`src/rtl/seg7_scan_controller.sv`:
```
// seg7_scan_controller
// Time-multiplexed scan of a bank of 7-segment digits through one shared glyph
// decoder. A glyph buffer is written by game logic. Each digit slot is
// SCAN_DIV cycles long and starts with a BLANK_CYC-cycle anti-ghost gap. Masked
// digits blink with a half-period of BLINK_FRAMES full frames.
module seg7_scan_controller #(
  parameter int DIGITS       = 8,
  parameter int SCAN_DIV     = 1000,
  parameter int BLANK_CYC    = 50,
  parameter int BLINK_FRAMES = 64
) (
  input  logic              clk,
  input  logic              rst_n,
  input  logic              wr_en,
  input  logic [2:0]        wr_addr,
  input  logic [7:0]        wr_glyph,
  input  logic              blink_we,
  input  logic [DIGITS-1:0] blink_mask_in,
  output logic [7:0]        glyph_code,
  output logic [DIGITS-1:0] digit_sel,
  output logic              frame_tick
);

  localparam int DW = $clog2(SCAN_DIV);
  localparam int IW = $clog2(DIGITS);
  localparam int FW = (BLINK_FRAMES > 1) ? $clog2(BLINK_FRAMES) : 1;

  localparam logic [DW-1:0] DIV_LAST    = DW'(SCAN_DIV - 1);
  localparam logic [DW-1:0] BLANK_LIM   = DW'(BLANK_CYC);
  localparam logic [IW-1:0] IDX_LAST    = IW'(DIGITS - 1);
  localparam logic [FW-1:0] FR_LAST     = FW'(BLINK_FRAMES - 1);
  localparam logic [7:0]    BLANK_GLYPH = 8'd34;

  logic [DW-1:0]     div_cnt_q, div_cnt_d;
  logic [IW-1:0]     idx_q, idx_d;
  logic [FW-1:0]     frame_cnt_q, frame_cnt_d;
  logic              blink_phase_q, blink_phase_d;
  logic [7:0]        glyph_code_q, glyph_code_d;
  logic [DIGITS-1:0] digit_sel_q, digit_sel_d;
  logic              frame_tick_q, frame_tick_d;
  logic [DIGITS-1:0] blink_mask_q;
  logic [7:0]        glyph_buf_q [DIGITS];

  logic          slot_end_s;
  logic          frame_end_s;
  logic [IW-1:0] next_idx_s;
  logic          wr_hit_s;

  // Next-state logic for the scan counters and the registered display outputs.
  always_comb begin
    slot_end_s  = (div_cnt_q == DIV_LAST);
    frame_end_s = slot_end_s && (idx_q == IDX_LAST);
    wr_hit_s    = wr_en && ({1'b0, wr_addr} < 4'(DIGITS));

    if (idx_q == IDX_LAST) begin
      next_idx_s = '0;
    end else begin
      next_idx_s = idx_q + IW'(1);
    end

    if (slot_end_s) begin
      div_cnt_d = '0;
      idx_d     = next_idx_s;
      // Buffer and mask are read before this edge's writes land, so a
      // same-edge write shows on the next visit.
      if (!blink_phase_q && blink_mask_q[next_idx_s]) begin
        glyph_code_d = BLANK_GLYPH;
      end else begin
        glyph_code_d = glyph_buf_q[next_idx_s];
      end
    end else begin
      div_cnt_d    = div_cnt_q + DW'(1);
      idx_d        = idx_q;
      glyph_code_d = glyph_code_q;
    end

    if (frame_end_s) begin
      if (frame_cnt_q == FR_LAST) begin
        frame_cnt_d   = '0;
        blink_phase_d = ~blink_phase_q;
      end else begin
        frame_cnt_d   = frame_cnt_q + FW'(1);
        blink_phase_d = blink_phase_q;
      end
    end else begin
      frame_cnt_d   = frame_cnt_q;
      blink_phase_d = blink_phase_q;
    end

    // Strobe follows the next-state counters so it changes on the same edge
    // as glyph_code and never pairs a digit with another digit's glyph.
    if (div_cnt_d < BLANK_LIM) begin
      digit_sel_d = '1;
    end else begin
      digit_sel_d = ~(DIGITS'(1) << idx_d);
    end

    frame_tick_d = frame_end_s;
  end

  // State registers, glyph buffer and blink mask with synchronous reset.
  always_ff @(posedge clk) begin
    if (!rst_n) begin
      div_cnt_q     <= '0;
      idx_q         <= '0;
      frame_cnt_q   <= '0;
      blink_phase_q <= 1'b1;
      glyph_code_q  <= BLANK_GLYPH;
      digit_sel_q   <= '1;
      frame_tick_q  <= 1'b0;
      blink_mask_q  <= '0;
      for (int i = 0; i < DIGITS; i++) begin
        glyph_buf_q[i] <= BLANK_GLYPH;
      end
    end else begin
      div_cnt_q     <= div_cnt_d;
      idx_q         <= idx_d;
      frame_cnt_q   <= frame_cnt_d;
      blink_phase_q <= blink_phase_d;
      glyph_code_q  <= glyph_code_d;
      digit_sel_q   <= digit_sel_d;
      frame_tick_q  <= frame_tick_d;
      if (wr_hit_s) begin
        glyph_buf_q[wr_addr[IW-1:0]] <= wr_glyph;
      end
      if (blink_we) begin
        blink_mask_q <= blink_mask_in;
      end
    end
  end

  assign glyph_code = glyph_code_q;
  assign digit_sel  = digit_sel_q;
  assign frame_tick = frame_tick_q;

endmodule

```
`config.mk`:
```
export PLATFORM = sky130hd
export DESIGN_NAME = seg7_scan_controller
export DESIGN_NICKNAME = d
export VERILOG_FILES = /design/src/rtl/seg7_scan_controller.sv
export SDC_FILE = /design/constraint.sdc
export NUM_CORES = 1
export LEC_CHECK = 0
export ABC_AREA = 1
export CAP_MARGIN = 20
export CORE_UTILIZATION = 50
export DETAILED_ROUTE_END_ITERATION = 8
export PLACE_DENSITY = 0.78
export SYNTH_ARGS = -nofsm -noshare
export SYNTH_HDL_FRONTEND = slang
export SYNTH_SLANG_ARGS = --single-unit
export TNS_END_PERCENT = 30
```
`constraint.sdc`:
```
create_clock -name clk -period 2.24 [get_ports clk]
set_input_delay 0.448 -clock clk [delete_from_list [all_inputs] [get_ports clk]]
set_output_delay 0.448 -clock clk [all_outputs]
set_load 0.005 [all_outputs]
```
==> metrics.md, run 1 <==
| Metric | Value |
|---|---|
| CTS tree | built |
| Pwr dens | 659 nW/um2 |
| Yosys cell types | 33 |
| Slowest stage delay, CP | 0.38 ns |
| Area share of and/or/nand/nor cells after synthesis | 31.1% |
| FF+latch count, synth | 109 |
| Mapped Area | 4860 um2 |
| Synth Area in XOR/XNOR | 0.360% |
| Layout cells sized above 1 | 8.70% |
| N_diodes | 0 |
| Residual DRC | 0 |
| Switching share of power | a little over a fifth |
| Critical path startpoint category | flip-flop |
| Net Switching | 0.000818 W |
| Worst-path maximum fanout | 30 |
| Ys flop type | edfxtp_1 |
| Status | completed |
| Synth top area cells | edfxtp_1 40%, dfxtp_1 19%, nand2_1 12% |
| Row count | 35 |
| First-pass GRT wire length | between 15 and 20 mm |
| Period Utilization, post-route | 89.1% |
| Largest net degree at the start of global routing | 31 |
| Area Overhead vs Synth | 16.9% |
| Ys async rst share | 0% |
| Leading area contributor after synthesis | edfxtp_1 |
| CP Data Required Time | between 2 and 3 ns |
| Post-synth top cells | 156 x nand2_1, 101 x nor2_1, 66 x nand3_1 |
| Final GP Congestion | approximately 0.84 |
| Type of the worst min-delay path | reg2reg |
| Initial antenna violation count | 0 |
| Adder-cell share of the synthesized area | 1.03% |
| Clock Pin Slew Worst Setup and Hold Paths | 0.09 ns |
| Clock share of power | 34.5% |
| VDD IR-drop max | 0.516 mV |
| Total Neg Setup Slack | 0 ns |
| Fmax | 501 MHz |
| Post-CTS Setup Bufs | 0 |
| YS warnings | 0 |
| Largest family of logic cells by synthesized area | simple AND/OR/NAND/NOR gates |
| Hold Fails Final Rpt | 0 |
| DR vias | 3,856 |
| Post-route minimum period | 2.00 ns |
| Crit. End Element | flip-flop |
| Register area share after synthesis | 58.1% |
| Cts hold-fix bufs | 0 |
| Leakage | 2.30 nW |
| Clk sinks | 109 |
| DR vias/cell | roughly 5.1 |
| Unrepaired setup endpoints after global routing | no |
| Vias in the first global route | 3,696 |
| Root buf cell | clkbuf_8 |
| CTS H-tree lvls | 3 |
| Mapped Nets | 594 |
| I/O pins | 40 |
| Synthesized instance count | 567 |
| Int Pwr | just under 0.003 W |
| Max Slew Vio Count | 0 |
| Reg power frac | 59.7% |
| Gr usage total | 22.4% |
| Setup CP Type | reg2reg |
| Post-DP HPWL | 7.73 mm |
| Max clock buf depth | 2 |
| Die area | slightly above 10,000 um2 |
| Fin Hold WS | 0.465 ns |
| Initial drt markers | between 200 and 250 |
| TritonCTS buffer count | 9 |
| Grt total ovfl | 0 |
| Antenna Nets Post-Route | 0 |
| Worst path slowest cell | dfxtp_1 |
| Die height | between 100 and 150 um |
| TritonRoute pass-1 iters | 6 |
| Multiplexer share of the synthesized area | 0% |
| Core Box Area | 9330 um2 |
| Setup violations, final | 0 |
| Initial core utilization | 52.1% |
| Slew headroom | 72.9% |
| Worst path cell trace | ha_1 -> ha_1 -> nor2_4 -> buf_4 -> nor2_1 -> nor2_1 -> o21ai_0 -> nand3_1 -> nand2_1 -> o21ai_1 |
| Post-Syn Area per Cell | between 8 and 9 um2 |
| Skew final | just over 0.01 ns |
| Final #Nets | 643 |
| Arrival time at the worst endpoint | ~2.3 ns |
| Max Cap Viol | 0 |
| DR WL/cell | about 14 um |
| Yosys top cell area share | 39.5% |
| Die width | roughly 100 um |
| Worst skew pair latency | 0.36 ns |
| Worst-Margin Slew | 0.406 ns |
| Most common cell in the synthesized netlist | nand2_1 |
| Compound-cell area share of the yosys netlist | approximately 3.7% |
| Post-synth EDFFs | 64 |
| Fill count | 790 |
| Combinational fraction of design power | 5.8% |
| Wirelength, routed | 10.3 mm |
| Port Buffer Count | 39 |
## metrics by stage
| stage | std cells | setup WS [ns] | total power [W] | instance area (um2) | util [%] |
|---|---|---|---|---|---|
| final | 750 | 0.245 | 0.00375 | 5680 | 60.9 |
| after global routing | 750 | 0.00692 | 0.00387 | 5680 | 60.9 |
| after CTS | 750 | 0.164 | 0.00376 | 5680 | 60.9 |
| after detailed placement | 734 | 0.0271 | 0.00250 | 5460 | 58.5 |
| after global placement | 734 | 0.118 | 0.00248 | 5460 | 58.5 |
| after floorplan | 567 | 0.454 | 0.00239 | 4860 | - |
## layout make-up
type | count | area [um2] | share of cell area (%)
Sequential cell | 109 | 2820 | 49.7
Tap cell | 129 | 161 | 2.84
Clock buffer | 10 | 128 | 2.25
Clock inverter | 6 | 93.8 | 1.65
Timing Repair Buffer | 54 | 515 | 9.07
Inverter | 53 | 199 | 3.50
Multi-Input combinational cell | 389 | 1760 | 31.0
## cells in the final DEF, fill, tap and decap left out, drive strengths merged, types with 4 or more instances in the layout
cell,instances
a21oi,12
buf,15
clkbuf,10
clkdlybuf4s50,39
clkinv,4
dfxtp,45
edfxtp,64
ha,4
inv,53
nand2,162
nand3,69
nand4,4
nor2,109
o21ai,19
## kinds of logic (layout without fill, tap and decap cells)
kind of cell	count (synthesis)	in the layout
adders and majority gates	4	4
buffers and inverters	69	123
xor gates and xnor gates	2	2
DFF	109	109
and+or+nand+nor	351	351
AOI/OAI and AO/OA	32	32
## worst paths after layout
check	start	to	slack, ns	depth (start not counted)
max	idx_q[0]	glyph_code[6]	0.24	10
min	glyph_code[0]	glyph_code[0]	0.47	2
max reg2reg	idx_q[0]	glyph_code[6]	0.24	10
min reg2reg	glyph_code[0]	glyph_code[0]	0.47	2
## power groups by stage
stage / clock network [W] / registers [W] / logic (W)
6_report: 0.00129 / 0.00223 / 0.000218
5_1_grt: 0.00139 / 0.00224 / 0.000242
2_1_floorplan: 0 / 0.00227 / 0.000122
4_1_cts: 0.00130 / 0.00223 / 0.000217
3_5_place_dp: 0 / 0.00228 / 0.000216
3_3_place_gp: 0 / 0.00228 / 0.000209
## flip-flops by register name, summed over array words and instances (netlist names)
name / flops
div_cnt_q: 10
blink_mask_q: 8
digit_sel: 8
glyph_code: 8
idx_q: 3
frame_tick: 1
blink_phase_q: 1
frame_cnt_q: 6
glyph_buf_q: 64
## what timing repair did
action,4_1_cts,5_1_grt
setup endpoints to repair,0,2
hold endpoints to repair,0,0
gates resized for setup,0,1
## routing by layer
| layer | track usage, % | vias to the layer above | wire length (um) |
|---|---|---|---|
| li1 | - | 1920 | - |
| met1 | 26.9 | 1778 | 4260 |
| met2 | 38.9 | 140 | 5120 |
| met3 | 4.44 | 18 | 723 |
| met4 | 9.92 | 0 | 203 |
| met5 | 0 | - | 0 |
## critical path: cells and delay by family, from the launching register on
| kind | cells | cell delay [ns] |
|---|---|---|
| AOI/OAI and AO/OA | 2 | 0.28 |
| adders and majority gates | 2 | 0.44 |
| buffers and inverters | 1 | 0.32 |
| DFF | 1 | 0.38 |
| and+or+nand+nor | 5 | 0.49 |
Power figures use the tool's default switching activity.
==> run 2: changes to the inputs <==
==> constraint.sdc (replaced) <==
create_clock -name clk -period 2.24 [get_ports clk]
set_input_delay 0.448 -clock clk [delete_from_list [all_inputs] [get_ports clk]]
set_output_delay 0.448 -clock clk [all_outputs]
set_load 0.1 [all_outputs]
==> run 2 against run 1 <==
Clock power shrank 8%. Register-to-register slack worse by 0.05 ns. Clock skew decreased by 0.0017 ns. Cell count up 0.27%. Critical endpoint is now glyph_code[5]. Largest power group unchanged. Highest routed layer unchanged.
==> metrics.md, run 2 (synthesis results as in run 1) <==
| Metric | Value |
|---|---|
| DR vias/cell | 5.16 (+0.33%) |
| Post-Route M1 WL | 4.30 mm (+0.89%) |
| Cell area after layout | 5630 um2 (-0.97%) |
| Setup CP Type | reg2reg |
| Largest net degree at the start of global routing | 22 (-29%) |
| Max clock buf depth | 2 (unchanged) |
| Post-route minimum period | 2.04 ns (+0.0477 ns) |
| Skew final | 0.00862 ns (-0.00165 ns) |
| Gr usage total | 22.4% (+0.053 points) |
| Hold Fails Final Rpt | 0 (unchanged) |
| Post-CTS Setup Bufs | 0 (unchanged) |
| DR vias | 3,879 (+0.60%) |
| Grt total ovfl | 0 (unchanged) |
| Placed insts | 736 (+0.27%) |
| Clk sinks | 109 (unchanged) |
| Core Box Area | 9330 um2 (unchanged) |
| Largest register FFs | 64 (unchanged) |
| Crit. End Element | flip-flop |
| Critical path startpoint category | flip-flop |
| Setup violations, final | 0 (unchanged) |
| I/O pins | 40 (unchanged) |
| Leakage | 2.31 nW (+0.25%) |
| Status | completed |
| Arrival time at the worst endpoint | 2.33 ns (+0.04 ns) |
| Register with the most flip-flops | glyph_buf_q |
| Fmax | 490 MHz (-2.3%) |
| Unrepaired setup endpoints after global routing | no |
| First-pass GRT wire length | 17.2 mm (-0.56%) |
| Finished Layout Cells | 752 (+0.27%) |
| Total Neg Setup Slack | 0 ns (unchanged) |
| Worst skew pair latency | 0.38 ns (+0.02 ns) |
| TritonRoute pass-1 iters | 5 (-1) |
| Regs by FF count | glyph_buf_q x64, div_cnt_q x10 |
| Port Buffer Count | 39 (unchanged) |
| CTS H-tree lvls | 3 (unchanged) |
| Area Overhead vs Synth | 15.8% |
| Antenna Nets Post-Route | 0 (unchanged) |
| Worst-path maximum fanout | 16 (-47%) |
| Die width | 101 um (unchanged) |
| DR top layer | met4 |
| Slew headroom | 74.1% (+1.2 points) |
| Initial core utilization | 52.1% (unchanged) |
| Layout cells sized above 1 | 12.0% (+3.3 points) |
| Initial drt markers | 257 (+4.5%) |
| Cts hold-fix bufs | 0 (unchanged) |
| Row count | 35 (unchanged) |
| Period Utilization, post-route | 91.2% (+2.1 points) |
| Total power | 0.00364 W (-2.7%) |
| Residual DRC | 0 (unchanged) |
| N_diodes | 0 (unchanged) |
| Fill count | 794 (+0.51%) |
| Clock Pin Slew Worst Setup and Hold Paths | 0.11 ns (+0.02 ns) |
| DR WL/cell | 13.8 um (+0.23%) |
| Met2 wire len | 5.21 mm (+1.7%) |
| Routed met3 length | 630 um (-13%) |
| Most common cell after layout, fill and taps aside | nand2_1 |
| Post-DP HPWL | 7.65 mm (-1.1%) |
| Die height | 101 um (unchanged) |
| Final GP Congestion | 0.866 (+3.4%) |
| Max Slew Vio Count | 0 (unchanged) |
| Die area | 10,100 um2 (unchanged) |
| Type of the worst min-delay path | reg2reg |
| Most frequent cells in the layout | 156 x nand2_1, 101 x nor2_1, 65 x nand3_1 |
| Setup ws final | 0.197 ns (-0.0477 ns) |
| Initial antenna violation count | 0 (unchanged) |
| Pre-CTS setup slack | 0.0319 ns (+0.00482 ns) |
| Pwr dens | 647 nW/um2 (-1.7%) |
| Area after DPL | 5430 um2 (-0.50%) |
| VDD IR-drop max | 0.367 mV (-29%) |
| Final #Nets | 645 (+0.31%) |
| Vias in the first global route | 3,697 (+0.027%) |
| TritonCTS buffer count | 9 (unchanged) |
| Wirelength, routed | 10.4 mm (+0.49%) |
| Max Cap Viol | 0 (unchanged) |
| Worst-Margin Slew | 0.388 ns (-0.0181 ns) |
| CTS tree | built |
| CP Data Required Time | 2.53 ns (about the same) |
| Root buf cell | clkbuf_8 |
| Post-cts resize count | 0 (unchanged) |
run 2: changes by cell type in the layout (fill, tap and decap cells not counted), moves of 2 or more:
cell and delta:
buf_4 +19, bufinv_16 -2, clkdlybuf4s50_1 -17, inv_8 +3
run 2: worst max-delay path: stages (launching register included):
cell and delay, ns:
dfxtp_1 0.39, ha_1 0.23, ha_1 0.22, inv_1 0.13, nand2_2 0.17, buf_12 0.20, nand2_1 0.06, nand3_1 0.12
nand3_1 0.13, nand2_1 0.05, nand3b_1 0.16, nand2_1 0.06, inv_1 0.04
run 2: metrics by stage:
stage          hold WS [ns]  util [%]
6_report              0.461      60.3
3_5_place_dp          0.441      58.2
4_1_cts               0.460      60.3
2_1_floorplan         0.418         -
5_1_grt               0.478      60.3
3_3_place_gp          0.431      58.2
run 2: final cells by class:
class	instances	area, um2	area share [%]
inverter	53	199	3.53
clock inverter	7	70.1	1.24
clock buffer	9	124	2.20
timing repair buffer	56	488	8.67
multi-input combinational	389	1760	31.3
tap	129	161	2.87
sequential	109	2820	50.1
run 2: path summary, 6_finish.rpt:
kind           startpoint             to  slack, ns  depth (start not counted)
min          div_cnt_q[0]   div_cnt_q[0]       0.46                          1
min reg2reg  div_cnt_q[0]   div_cnt_q[0]       0.46                          1
max reg2reg      idx_q[0]  glyph_code[5]       0.20                         12
max              idx_q[0]  glyph_code[5]       0.20                         12
run 2: where the power goes:
group / switching (W) / leakage (nW) / internal (W) / total (W)
logic: 0.000137 / 1.22 / 0.0000805 / 0.000218
clock network: 0.000749 / 0.0981 / 0.000444 / 0.00119
registers: 0.0000289 / 0.986 / 0.00220 / 0.00223
run 2: metal layers:
metal | vias to the layer above | global-route usage (%)
met4 | 0 | 8.81
met3 | 22 | 3.74
met2 | 122 | 39.7
met1 | 1802 | 27.3
li1 | 1933 | -
met5 | - | 0
